===== src/rtl/me_ref_row_loader_pkg.sv =====
// Shared motion-estimation constants for the reference-row loader and its output register.
// Rows are 23 pixels built from three 8-pixel memory beats.
package me_ref_row_loader_pkg;

    localparam int PIX_W         = 8;
    localparam int ROW_PIX       = 23;
    localparam int ROW_W         = ROW_PIX * PIX_W;
    localparam int BEAT_PIX      = 8;
    localparam int BEAT_W        = BEAT_PIX * PIX_W;
    localparam int BEATS_PER_ROW = 3;
    localparam int FIFO_ROW_W    = 128;
    localparam int STAGE_W       = 2 * BEAT_W;

    typedef enum logic {
        IDLE = 1'b0,
        FILL = 1'b1
    } state_e;

    // The last byte of the third beat is surplus: 16 staged pixels plus 7 more make a row.
    function automatic logic [ROW_W-1:0] pack_row(input logic [STAGE_W-1:0] staging,
                                                  input logic [BEAT_W-1:0]  beat);
        return {staging, beat[BEAT_W-1:PIX_W]};
    endfunction

endpackage


===== src/rtl/me_ref_row_loader_row_out_reg.sv =====
// Single-entry valid/ready output register feeding the reference-row FIFO chain.
// A new row loading on the same edge as a consume takes priority and keeps valid high.
module me_row_out_reg
    import me_ref_row_loader_pkg::*;
#(
    parameter int W = ROW_W
) (
    input  logic         clk_i,
    input  logic         rst_n_i,
    input  logic         load_i,
    input  logic [W-1:0] load_data_i,
    input  logic         ready_i,
    output logic         valid_o,
    output logic [W-1:0] data_o,
    output logic         take_o
);

    logic         valid_q, valid_d;
    logic [W-1:0] data_q, data_d;

    assign take_o  = valid_q && ready_i;
    assign valid_o = valid_q;
    assign data_o  = data_q;

    always_comb begin
        valid_d = valid_q;
        data_d  = data_q;
        if (load_i) begin
            valid_d = 1'b1;
            data_d  = load_data_i;
        end else if (take_o) begin
            valid_d = 1'b0;
        end
    end

    always_ff @(posedge clk_i or negedge rst_n_i) begin
        if (!rst_n_i) begin
            valid_q <= 1'b0;
            data_q  <= '0;
        end else begin
            valid_q <= valid_d;
            data_q  <= data_d;
        end
    end

endmodule


===== src/rtl/me_ref_row_loader.sv =====
// Packs 64-bit memory beats into 184-bit search-window rows and counts consumed rows,
// pulsing done_o once ROWS rows have been handed to the FIFO chain.
module me_ref_row_loader
    import me_ref_row_loader_pkg::*;
#(
    parameter int ROWS = 23
) (
    input  logic              clk_i,
    input  logic              rst_n_i,
    input  logic              start_i,
    input  logic [BEAT_W-1:0] mem_data_i,
    input  logic              mem_valid_i,
    output logic              mem_ready_o,
    output logic [ROW_W-1:0]  data_out,
    output logic              out_valid_o,
    input  logic              out_ready_i,
    output logic              busy_o,
    output logic              done_o
);

    localparam logic [7:0] LAST_ROW = 8'(ROWS - 1);
    localparam logic [7:0] ROWS_C   = 8'(ROWS);

    state_e             state_q;
    logic [1:0]         beat_cnt_q;
    logic [7:0]         row_cnt_q;
    logic [7:0]         asm_cnt_q;
    logic [STAGE_W-1:0] staging_q;
    logic               done_q;

    logic last_beat;
    logic all_built;
    logic beat_take;
    logic row_load;
    logic row_take;

    assign last_beat = (beat_cnt_q == 2'd2);
    // Once every row of the window is assembled, stop pulling beats even if rows are still draining.
    assign all_built = (asm_cnt_q == ROWS_C);

    assign mem_ready_o = (state_q == FILL) && !all_built
                         && (!last_beat || !out_valid_o || out_ready_i);
    assign beat_take   = mem_valid_i && mem_ready_o;
    assign row_load    = beat_take && last_beat;

    assign busy_o = (state_q == FILL);
    assign done_o = done_q;

    always_ff @(posedge clk_i or negedge rst_n_i) begin
        if (!rst_n_i) begin
            state_q    <= IDLE;
            beat_cnt_q <= 2'd0;
            row_cnt_q  <= 8'd0;
            asm_cnt_q  <= 8'd0;
            staging_q  <= '0;
            done_q     <= 1'b0;
        end else begin
            done_q <= 1'b0;
            case (state_q)
                IDLE: begin
                    if (start_i) begin
                        state_q    <= FILL;
                        beat_cnt_q <= 2'd0;
                        row_cnt_q  <= 8'd0;
                        asm_cnt_q  <= 8'd0;
                    end
                end
                FILL: begin
                    if (beat_take) begin
                        case (beat_cnt_q)
                            2'd0: begin
                                staging_q[STAGE_W-1 -: BEAT_W] <= mem_data_i;
                                beat_cnt_q <= 2'd1;
                            end
                            2'd1: begin
                                staging_q[BEAT_W-1:0] <= mem_data_i;
                                beat_cnt_q <= 2'd2;
                            end
                            default: begin
                                beat_cnt_q <= 2'd0;
                                asm_cnt_q  <= asm_cnt_q + 8'd1;
                            end
                        endcase
                    end
                    if (row_take) begin
                        row_cnt_q <= row_cnt_q + 8'd1;
                        if (row_cnt_q == LAST_ROW) begin
                            state_q <= IDLE;
                            done_q  <= 1'b1;
                        end
                    end
                end
                default: state_q <= IDLE;
            endcase
        end
    end

    me_row_out_reg #(
        .W (ROW_W)
    ) u_out_reg (
        .clk_i       (clk_i),
        .rst_n_i     (rst_n_i),
        .load_i      (row_load),
        .load_data_i (pack_row(staging_q, mem_data_i)),
        .ready_i     (out_ready_i),
        .valid_o     (out_valid_o),
        .data_o      (data_out),
        .take_o      (row_take)
    );

endmodule


===== config.mk =====
export PLATFORM = sky130hd
export DESIGN_NAME = me_ref_row_loader
export DESIGN_NICKNAME = d
export VERILOG_FILES = /design/src/rtl/me_ref_row_loader_pkg.sv /design/src/rtl/me_ref_row_loader_row_out_reg.sv /design/src/rtl/me_ref_row_loader.sv
export SDC_FILE = /design/constraint.sdc
export NUM_CORES = 1
export LEC_CHECK = 0
export ABC_CLOCK_PERIOD_IN_PS = 2300
export BUFFER_PORTS_ARGS = -buffer_cell sky130_fd_sc_hd__buf_4
export CORE_ASPECT_RATIO = 0.5
export CORE_MARGIN = 3
export CORE_UTILIZATION = 50
export DETAILED_ROUTE_END_ITERATION = 7
export PLACE_DENSITY = 0.76
export REMOVE_ABC_BUFFERS = 1
export SKIP_CTS_REPAIR_TIMING = 1
export SLEW_MARGIN = 20
export SYNTH_ARGS = -nofsm -noshare
export SYNTH_HDL_FRONTEND = slang
export SYNTH_HIERARCHICAL = 1
export SYNTH_SLANG_ARGS = --single-unit

===== constraint.sdc =====
create_clock -name clk_i -period 2.3 [get_ports clk_i]
set_clock_uncertainty 0.15 [all_clocks]
set_input_delay 0.46 -clock clk_i [delete_from_list [all_inputs] [get_ports clk_i]]
set_output_delay 0.46 -clock clk_i [all_outputs]
set_load 0.05 [all_outputs]

== Word level (Yosys, flattened, before mapping) ==
Index checks and enable logic that the tools add are counted.
Word-level totals
  bits in registers: 333
  latch bits: 0
  bits in writable memories: 0
  bits in read-only memories: 0
  output and inout port bits: 188
  memories kept: 0
Cells by class
  add/subtract/negate cells: 2
  multipliers: 0
  divide/modulo/power cells: 0
  $lt $le $gt $ge: 0
  equality and inequality tests: 8
  shifts and indexed selects: 0
  muxes and demuxes: 19
  bitwise gates (word level): 1
  reduce and logical (&&, ||, !) cells: 18
Operator list (number)
  8-bit two-way mux: 4
  8-bit case mux with 2 select lines: 2
  8-bit by 1-bit adder with 8-bit output (second input constant): 2
  8-bit by 5-bit == test with 1-bit output (second input constant): 2
  3-bit AND reduction: 3
  1-bit two-way mux: 8
  2-bit case mux with 2 select lines: 2
  1-bit logical AND: 5
  2-bit two-way mux: 2
  2-bit by 1-bit inequality test with 1-bit output (second input constant): 2
  2-bit inequality test (second input constant): 2
  2-bit AND reduction: 2
  1-bit logical NOT: 3
  2-bit by 1-bit == test with 1-bit output (second input constant): 1
  2-bit == test (second input constant): 1
  2-bit logical NOT: 1
  1-bit logical OR: 2
  1-bit case mux with 2 select lines: 1
  2-bit nonzero test: 1
  2-bit OR reduction: 1
  1-bit inverter: 1

== Logic depth before layout (Yosys ltp) ==
Gate-level depths: netlist of run 1.
  word-level depth: 8
  gate-level depth with buffers: 8
  gate-level depth less buffers: 5

== Hierarchy ==
Netlist of run 1, hierarchy kept.
By module, submodules not included
  me_row_out_reg: instances 1, cells an instance 393, area an instance 7495.9 um^2, sequential area each 4629.4 um^2
  me_ref_row_loader: instances 1, cells an instance 394, area an instance 6107.1 um^2, sequential area each 3703.6 um^2

== Worst setup path before layout of run 1 ==
Ideal clock, no wire load.
  kind: register -> register
  from: register u_out_reg.valid_q, in the netlist u_out_reg/valid_o
  to: register u_out_reg.data_q[100], in the netlist u_out_reg/data_o[100]
  arrival time: 2.365 ns
  data required time: 2.025 ns
  path slack: -0.340 ns
  cell stages (with the launch flop): 9
  path buffers: 4
  clock period less this slack: 2.640 ns
  cell sequence: dfrtp_1 -> nor3b_1 -> or2_2 -> clkbuf_1 -> nor3_1 -> buf_6 -> buf_6 -> buf_6 -> mux2_4
On the way
  longest elaborated chain between the ends: 6
RTL lines
  start, declared: line me_ref_row_loader_row_out_reg.sv:18  | logic valid_q, valid_d;
  start signal, assigned: line me_ref_row_loader_row_out_reg.sv:41  | valid_q <= valid_d;
  1-bit logical NOT: line me_ref_row_loader.sv:42  | && (!last_beat || !out_valid_o || out_ready_i);
  1-bit logical OR (2 in series): line me_ref_row_loader.sv:42
  1-bit logical AND: line me_ref_row_loader.sv:42
  1-bit logical AND: line me_ref_row_loader.sv:43  | assign beat_take = mem_valid_i && mem_ready_o;
  1-bit logical AND: line me_ref_row_loader.sv:44  | assign row_load = beat_take && last_beat;
  via row_load: line me_ref_row_loader.sv:34  | logic row_load;
  end signal, assigned: line me_ref_row_loader_row_out_reg.sv:42  | data_q <= data_d;
  end, declared: line me_ref_row_loader_row_out_reg.sv:19  | logic [W-1:0] data_q, data_d;
The timed path passes the listed nets, and every way through them passes these cells.
A chain may end at the register's enable or synchronous reset.

== Worst setup path after layout of run 1 ==
  from: register asm_cnt_q[6]
  to: output mem_ready_o
On the way
  longest elaborated chain between the ends: 4
RTL lines
  start, declared: line me_ref_row_loader.sv:27  | logic [7:0] asm_cnt_q;
  start signal, assigned: line me_ref_row_loader.sv:81  | asm_cnt_q <= asm_cnt_q + 8'd1;
  8-bit by 5-bit == test with 1-bit output: line me_ref_row_loader.sv:39  | assign all_built = (asm_cnt_q == ROWS_C);
  1-bit logical NOT: line me_ref_row_loader.sv:41  | assign mem_ready_o = (state_q == FILL) && !all_built
  1-bit logical AND: line me_ref_row_loader.sv:41
  1-bit logical AND: line me_ref_row_loader.sv:42
  end, declared: line me_ref_row_loader.sv:13  | output logic mem_ready_o,
Every way passes these cells.

==> results of run 1 <==
[state kept, by name, indices dropped and copies added (netlist names)]
| register | flops |
|---|---|
| u_out_reg/data_o | 184 |
| staging_q | 128 |
| asm_cnt_q | 8 |
| row_cnt_q | 8 |
| beat_cnt_q | 2 |
| busy_o | 1 |
| done_o | 1 |
| u_out_reg/valid_o | 1 |
[cell type report]
cell class                      count  area (um2)
Sequential cell                   333        8330
Fill cell                        1637        7340
Multi-Input combinational cell    410        5050
Timing Repair Buffer              390        3750
Clock buffer                       38         830
Tap cell                          344         430
Clock inverter                     15         205
Inverter                            5        18.8
[worst paths after layout]
| kind | startpoint | to | cells past startpoint |
|---|---|---|---|
| worst min-delay path | mem_data_i[13] | staging_q[77]$_DFFE_PN0P_ | 2 |
| max in group asynchronous | rst_n_i | u_out_reg/data_o[162]$_DFFE_PN0P_ | 4 |
| worst min register to register | row_cnt_q[7]$_DFFE_PN0P_ | row_cnt_q[7]$_DFFE_PN0P_ | 1 |
| min in group asynchronous | rst_n_i | u_out_reg/data_o[159]$_DFFE_PN0P_ | 2 |
| worst max register to register | asm_cnt_q[6]$_DFFE_PN0P_ | u_out_reg/data_o[93]$_DFFE_PN0P_ | 9 |
| worst max-delay path | asm_cnt_q[6]$_DFFE_PN0P_ | mem_ready_o | 4 |
[where the power goes]
| part | total, mW | internal [mW] | switching [mW] |
|---|---|---|---|
| clock network | 5.28 | 3.10 | 2.18 |
| registers | 10.8 | 8.82 | 1.94 |
| logic | 16.9 | 7.48 | 9.40 |
[critical path: stages, from the launching register on]
cell and delay, ns:
dfrtp_1 0.39, or4b_4 0.55, or3_4 0.35, and3_4 0.18, buf_6 0.15
[per-layer routing]
layer / wire [um] / vias up
li1: - / 3569
met1: 14600 / 4237
met2: 17600 / 146
met3: 951 / 48
met4: 707 / 0
met5: 0 / -
[synth_stat cells (5+ instances only)]
library cell	number	area share (%)
nand3_1	8	0.29
o31ai_1	5	0.28
nand2_1	13	0.36
mux2_2	65	5.4
mux2_1	49	4.1
dfrtp_1	333	61
buf_2	5	0.18
o21ai_0	6	0.22
nor2_1	7	0.19
inv_1	5	0.14
a31oi_1	6	0.28
buf_6	29	2.4
clkbuf_1	5	0.14
mux2_4	198	22
nand2b_1	5	0.23
a21oi_1	5	0.18
[through the flow]
| step | cells | util (%) |
|---|---|---|
| after floorplan | 747 | - |
| after global placement | 1405 | 62.8 |
| after detailed placement | 1405 | 62.8 |
| after CTS | 1458 | 66.8 |
| after global routing | 1535 | 71.7 |
| final | 1535 | 71.7 |
[cells by family (layout without fill, tap and decap cells)]
| logic type | after synthesis | in the layout | share of synthesized area (%) |
|---|---|---|---|
| DFF | 333 | 333 | 61.3 |
| muxes | 315 | 315 | 31.5 |
| and+or+nand+nor | 55 | 56 | 2.26 |
| buffers and inverters | 45 | 448 | 2.92 |
| AOI/OAI and AO/OA | 35 | 35 | 1.71 |
| adders and majority gates | 3 | 3 | 0.276 |
| xor gates and xnor gates | 1 | 1 | 0.0644 |
==> results by group, run 1 <==
Logic synthesis
  • Syn Inst Count: 787
  • Synth warn: 6
  • FF+latch count, synth: 333
  • Ys flop type: dfrtp_1
  • Seq/Total Area, Yosys: 61.3%
  • FFs w/ async S/R, synth: 100%
  • Post-synth EDFFs: 0
  • Post-Syn Area per Cell: 17.3 um2
  • Yosys cell types: 42
  • Syn Std Cell Area: 0.0136 mm2

Global route
  • First-pass GRT wire length: 47.6 mm
  • GRT Total Usage: 20.5%
  • Global-route layer with the greatest usage: met2
  • Met3 Use GR: 3.19%
  • Initial antenna violation count: 0
  • Met1 usage: 26.0%
  • GRT met2 Usage: 37.3%
  • GRT Residual Overflow: 0
  • Largest net degree at the start of global routing: 77
  • Vias in the first global route: 8487

Worst setup path
  • Worst EP required: 1.69 ns
  • Worst setup EP type: primary output
  • Critical path launch point type: flip-flop
  • Max FO, Critical Path: 2
  • Type of the worst setup path: reg -> out
  • Critical Path AT: 2.16 ns
  • Worst R2R Setup Slack: -0.20 ns

Drt
  • DRT Wirelength: 33.8 mm
  • Vias/cell: 5.21
  • Vias: 8000
  • DRT iter0 DRCs: 486
  • Post-route ant nets: 0
  • # DRC: 0
  • Drt first pass iters: 4
  • Wire length per cell: 22.0 um

Floorplanning
  • Core area: 0.0260 mm2
  • Die ar.: 0.0293 mm2
  • Die width: 239 um
  • Site Rows: 41
  • Die Y-Extent: 123 um
  • IO Count: 257
  • Starting Density: 52.4%

Placed design
  • DP Area: 0.0163 mm2
  • Pre-CTS setup slack: -0.0522 ns
  • Number of port buffers: 256
  • Gpl congestion: 0.850
  • DP Wirelength: 21.0 mm

STA
  • RSZ-0062 raised after global routing: yes
  • Highest clock rate: 360 MHz
  • Slew Limit Fails: 0
  • Hold_ws: 0.00360 ns
  • Tcrit/Tclk final: 121%
  • Max_slew headroom: 70.4%
  • Post-layout min period: 2.77 ns
  • Setup Viol. Count Final: 313
  • Hold Fails Final Rpt: 0
  • Worst slew pin tran: 0.444 ns
  • Final worst slack: -0.474 ns
  • Setup TNS: -37.03 ns

Clock tree
  • CTS HTree Levels: 1
  • CTS root buffer: clkbuf_16
  • Worst-skew pair later-pin latency: 0.56 ns
  • CTS Buffer Depth: 3
  • Clk slew on worst S/H paths: 0.06 ns
  • CTS Buf Count: 29
  • CTS tree: done
  • Clk sinks: 333

Power and ir drop
  • Pleak: 8.82 nW
  • Total Power: 32.9 mW
  • Max VDD drop: 0.920 mV
  • PwrDens: 1770 mW/mm2

Run
  • # Max-Cap Violations: 0

Cells and area
  • Highest-count cells in the layout ignoring fill and taps: dfrtp_1 (332), buf_4 (290), mux2_4 (226)
  • Net count, final: 1241
  • Final Cell Area: 0.0186 mm2
  • Area Overhead vs Synth: 36.9%
  • Antenna diodes: 0
  • Most common cell after layout, fill and taps aside: dfrtp_1
  • Share of layout cells above drive strength 1: 57.6%

Hold path
  • Hold Path Class: in -> reg

Status
  • Violated checks: setup timing
  • Status: finished, violations left
Note: power is estimated with default switching activity, not from simulation.
==> inputs of run 2 (changes only) <==
ABC_CLOCK_PERIOD_IN_PS = 3150   (was 2300)
CORE_UTILIZATION = 55   (was 50)
PLACE_DENSITY = 0.79   (was 0.76)
clock period = 3.15 ns   (was 2.3 ns; I/O delays follow)
==> results by group, run 2 (synthesis gave the netlist of run 1 again) <==
Status
  • Status: complete, no violations (was finished, violations left)

Placed design
  • DP Wirelength: 19.6 mm (was 21.0 mm)
  • Number of port buffers: 256 (unchanged)
  • Pre-CTS setup slack: 0.386 ns (was -0.0522 ns)
  • Placed Cells: 1357 (was 1405)
  • Gpl congestion: 0.905 (was 0.850)

Worst setup path
  • Reg2reg start: asm_cnt_q[0]$_DFFE_PN0P_ (was asm_cnt_q[6]$_DFFE_PN0P_)
  • Critical Path AT: 2.30 ns (was 2.16 ns)
  • CP startpoint: asm_cnt_q[5]$_DFFE_PN0P_ (was asm_cnt_q[6]$_DFFE_PN0P_)
  • Worst R2R Setup Slack: 0.44 ns (was -0.20 ns)
  • Worst EP required: 2.37 ns (was 1.69 ns)
  • Type of the worst setup path: reg -> out (unchanged)
  • Worst Setup EP: mem_ready_o (unchanged)
  • Critical path launch point type: flip-flop (unchanged)
  • R2R cell count: 6 (was 9)
  • Worst setup EP type: primary output (unchanged)
  • Max FO, Critical Path: 6 (was 2)
  • Worst r2r dst: staging_q[4]$_DFFE_PN0P_ (was u_out_reg/data_o[93]$_DFFE_PN0P_)

STA
  • Post-layout min period: 3.08 ns
  • RSZ-0062 raised after global routing: no (was yes)
  • Setup Viol. Count Final: 0 (was 313)
  • Highest clock rate: 325 MHz
  • Final worst slack: 0.0729 ns (was -0.474 ns)
  • Tcrit/Tclk final: 97.7%
  • Slew Limit Fails: 0 (unchanged)
  • Worst slew pin tran: 0.584 ns (was 0.444 ns)
  • Hold Fails Final Rpt: 0 (unchanged)
  • Max_slew headroom: 61.1% (was 70.4%)

Clock tree
  • CTS Buf Count: 29 (unchanged)
  • Clk sinks: 333 (unchanged)
  • Worst-skew pair later-pin latency: 0.55 ns (was 0.56 ns)
  • CTS Buffer Depth: 3 (unchanged)
  • CTS tree: done (unchanged)
  • Clk slew on worst S/H paths: 0.07 ns (was 0.06 ns)
  • CTS root buffer: clkbuf_16 (unchanged)
  • CTS HTree Levels: 1 (unchanged)

Floorplanning
  • IO Count: 257 (unchanged)
  • Site Rows: 39 (was 41)
  • Die width: 228 um (was 239 um)
  • Die ar.: 0.0268 mm2 (was 0.0293 mm2)
  • Die Y-Extent: 117 um (was 123 um)
  • Core area: 0.0236 mm2 (was 0.0260 mm2)
  • Starting Density: 57.7% (was 52.4%)

Drt
  • DRT Wirelength: 28.8 mm (was 33.8 mm)
  • # DRC: 0 (unchanged)
  • Drt first pass iters: 4 (unchanged)
  • Wire length per cell: 20.3 um (was 22.0 um)
  • Vias/cell: 5.30 (was 5.21)
  • DRT iter0 DRCs: 540 (was 486)
  • Vias: 7505 (was 8000)
  • Post-route ant nets: 0 (unchanged)

Cells and area
  • Area of the multi-input gates: 0.00489 mm2 (was 0.00505 mm2)
  • Most common cell after layout, fill and taps aside: dfrtp_1 (unchanged)
  • Share of layout cells above drive strength 1: 56.0% (was 57.6%)
  • Sequential standard cell area: 0.00834 mm2 (was 0.00833 mm2)
  • Antenna diodes: 0 (unchanged)
  • Largest register FFs: 184 (unchanged)
  • Finished Layout Cells: 1415 (was 1535)
  • Fill cells: 1526 (was 1637)
  • Net count, final: 1137 (was 1241)
  • Highest-count cells in the layout ignoring fill and taps: dfrtp_1 (331), buf_4 (273), mux2_4 (198) (was dfrtp_1 (332), buf_4 (290), mux2_4 (226))
  • Area Overhead vs Synth: 25.1% (was 36.9%)

Global route
  • First-pass GRT wire length: 45.9 mm (was 47.6 mm)
  • Initial antenna violation count: 0 (unchanged)
  • Largest net degree at the start of global routing: 73 (was 77)
  • GRT Residual Overflow: 0 (unchanged)
  • Vias in the first global route: 8167 (was 8487)
  • GRT Total Usage: 21.4% (was 20.5%)

Hold path
  • Hold Path Class: in -> reg (unchanged)
  • HP Start: mem_data_i[2] (was mem_data_i[13])

Run
  • # Max-Cap Violations: 0 (unchanged)
run 2: worst min path at each step:
stage                                      end  slack (ns)  cells after the start
finish               staging_q[66]$_DFFE_PN0P_        0.15                      2
global route         staging_q[66]$_DFFE_PN0P_        0.13                      2
CTS                   staging_q[8]$_DFFE_PN0P_       -0.10                      1
detailed placement  staging_q[127]$_DFFE_PN0P_        0.33                      1
global placement      row_cnt_q[7]$_DFFE_PN0P_        0.32                      1
floorplan             asm_cnt_q[0]$_DFFE_PN0P_        0.18                      0
run 2: critical path, stage by stage, from the launching register on:
cell     delay [ns]
dfrtp_2        0.42
or4b_4         0.56
or3_4          0.38
and3_1         0.19
buf_4          0.19
run 2: final cells by class:
class | instances | area share, %
well taps | 328 | 2.41
clock buffers | 39 | 4.96
inverters | 5 | 0.110
multi-input cells | 409 | 28.8
repair buffers | 287 | 13.6
clock inverters | 14 | 1.18
flip-flops and latches | 333 | 49.0
run 2: per-layer routing:
layer | track usage, % | vias to the layer above | part of all wire (%)
li1 | - | 3349 | -
met1 | 27.1 | 3941 | 42
met2 | 38.9 | 161 | 52
met3 | 3.80 | 54 | 3.3
met4 | 6.05 | 0 | 2.7
met5 | 0 | - | 0
run 2: per-stage QoR:
stage / hold WS [ns] / utilization [%] / area (um2) / TNS [ns]
detailed placement: 0.327 / 67.6 / 15900 / 0
CTS: -0.103 / 72.0 / 17000 / -0.0587
floorplan: 0.184 / - / 13200 / -4099.88
global route: 0.131 / 72.2 / 17000 / 0
finish: 0.152 / 72.2 / 17000 / 0
global placement: 0.315 / 67.6 / 15900 / 0
Power of run 2 is not shown: default switching activity piles up to over one toggle a cycle in this logic, so the estimate is an artifact.
==> inputs of run 3 (changes only) <==
CORE_ASPECT_RATIO = 0.7   (was 0.5)
==> results by group, run 3 (synthesis gave the netlist of run 1 again) <==
Status
  • Status: complete, no violations (unchanged)

Drt
  • Vias/cell: 5.31 (was 5.30)
  • Post-route ant nets: 0 (unchanged)
  • DRT Wirelength: 27.7 mm (was 28.8 mm)
  • Drt first pass iters: 5 (was 4)
  • Vias: 7437 (was 7505)
  • # DRC: 0 (unchanged)
  • Wire length per cell: 19.8 um (was 20.3 um)
  • DRT iter0 DRCs: 378 (was 540)

STA
  • Setup Viol. Count Final: 0 (unchanged)
  • Hold Fails Final Rpt: 0 (unchanged)
  • Slew Limit Fails: 0 (unchanged)
  • Worst slew pin tran: 0.557 ns (was 0.584 ns)
  • Highest clock rate: 327 MHz (was 325 MHz)
  • Post-layout min period: 3.06 ns (was 3.08 ns)
  • Max_slew headroom: 62.8% (was 61.1%)
  • Tcrit/Tclk final: 97.2% (was 97.7%)

Worst setup path
  • Crit-path slowest cell: or4b_4 (unchanged)
  • Critical path launch point type: flip-flop (unchanged)
  • Crit path buf inv count: 1 (unchanged)
  • Type of the worst setup path: reg -> out (unchanged)
  • CP delay by family, top: simple AND/OR/NAND/NOR gates (unchanged)
  • Reg2reg start: asm_cnt_q[5]$_DFFE_PN0P_ (was asm_cnt_q[0]$_DFFE_PN0P_)
  • Worst setup EP type: primary output (unchanged)
  • CP startpoint: asm_cnt_q[5]$_DFFE_PN0P_ (unchanged)
  • Max FO, Critical Path: 6 (unchanged)
  • Slowest stage delay, CP: 0.56 ns (about the same)
  • Critical Path AT: 2.28 ns (was 2.30 ns)
  • Worst EP required: 2.37 ns (about the same)
  • Crit path cell chain: or4b_4, or3_4, and3_1, buf_4 (unchanged)

Global route
  • Initial antenna violation count: 0 (unchanged)
  • Largest net degree at the start of global routing: 70 (was 73)
  • GRT Total Usage: 20.3% (was 21.4%)
  • GRT Residual Overflow: 0 (unchanged)
  • First-pass GRT wire length: 44.0 mm (was 45.9 mm)
  • Vias in the first global route: 7547 (was 8167)

Cells and area
  • Net count, final: 1132 (was 1137)
  • Antenna diodes: 0 (unchanged)
  • Highest-count cells in the layout ignoring fill and taps: dfrtp_1 (332), buf_4 (266), mux2_4 (198) (was dfrtp_1 (331), buf_4 (273), mux2_4 (198))
  • Finished Layout Cells: 1401 (was 1415)
  • Largest register FFs: 184 (unchanged)
  • Most common cell after layout, fill and taps aside: dfrtp_1 (unchanged)
  • Area Overhead vs Synth: 24.9% (was 25.1%)
  • Share of layout cells above drive strength 1: 55.7% (was 56.0%)
  • Final Cell Area: 0.0170 mm2 (about the same)

Floorplanning
  • Die ar.: 0.0267 mm2 (was 0.0268 mm2)
  • IO Count: 257 (unchanged)
  • Site Rows: 47 (was 39)
  • Die Y-Extent: 138 um (was 117 um)
  • Die width: 194 um (was 228 um)
  • Core area: 0.0240 mm2 (was 0.0236 mm2)
  • Starting Density: 56.7% (was 57.7%)

Run
  • # Max-Cap Violations: 0 (unchanged)

Hold path
  • Hold Path Class: in -> reg (unchanged)
  • HP Start: mem_data_i[1] (was mem_data_i[2])

Clock tree
  • CTS HTree Levels: 1 (unchanged)
  • CTS Buf Count: 30 (was 29)
  • CTS tree: done (unchanged)
  • CTS Buffer Depth: 3 (unchanged)
  • Clk sinks: 333 (unchanged)
  • Worst-skew pair later-pin latency: 0.54 ns (was 0.55 ns)
  • CTS root buffer: clkbuf_16 (unchanged)
  • Clk slew on worst S/H paths: 0.06 ns (was 0.07 ns)

Placed design
  • Number of port buffers: 256 (unchanged)
  • Placed Cells: 1343 (was 1357)
  • DP Area: 0.0159 mm2 (about the same)
  • Gpl congestion: 0.852 (was 0.905)
  • DP Wirelength: 19.0 mm (was 19.6 mm)
## run 3: cell types whose count changed in the layout (fill, tap and decap cells not counted), sizes merged
cell	delta
clkinvlp	+2
buf	-6
## run 3: final timing paths
kind                                                     end  slack [ns]  cells past startpoint
max                                              mem_ready_o        0.09                      4
min                                staging_q[65]$_DFFE_PN0P_        0.17                      2
max reg2reg                       staging_q[112]$_DFFE_PN0P_        0.51                      5
min reg2reg                         row_cnt_q[7]$_DFFE_PN0P_        0.34                      1
max in group asynchronous           asm_cnt_q[5]$_DFFE_PN0P_        1.59                      3
min in group asynchronous  u_out_reg/data_o[113]$_DFFE_PN0P_        0.49                      2
## run 3: stage by stage
| step | hold WS (ns) | setup WS [ns] | util, % | TNS, ns |
|---|---|---|---|---|
| floorplan | 0.184 | -19.21 | - | -4099.88 |
| global placement | 0.310 | 0.424 | 66.2 | 0 |
| detailed placement | 0.320 | 0.356 | 66.2 | 0 |
| CTS | -0.0953 | -0.0402 | 70.7 | -0.0402 |
| global route | 0.133 | -0.00152 | 70.8 | -0.00152 |
| finish | 0.167 | 0.0879 | 70.8 | 0 |
## run 3: metal layers
layer | vias up | wire length (um) | track usage, %
met5 | - | 0 | 0
met4 | 0 | 336 | 3.23
met3 | 29 | 1730 | 4.67
met2 | 236 | 12600 | 30.3
met1 | 3813 | 13100 | 31.3
li1 | 3359 | - | -
## run 3: worst register-to-register path, cell delays in order, from the launching register on
cell and delay (ns):
dfrtp_2 0.43, or4b_4 0.56, nor3_4 0.36, or4_4 0.35, buf_12 0.27, mux2_1 0.41
## run 3: area by class of cell
type | count | area (um2)
Multi-Input combinational cell | 409 | 4890
Clock buffer | 39 | 856
Timing Repair Buffer | 281 | 2280
Clock inverter | 16 | 213
Sequential cell | 333 | 8330
Tap cell | 318 | 398
Inverter | 5 | 18.8
Fill cell | 1532 | 7000
Power of run 3 is left out for the same reason.
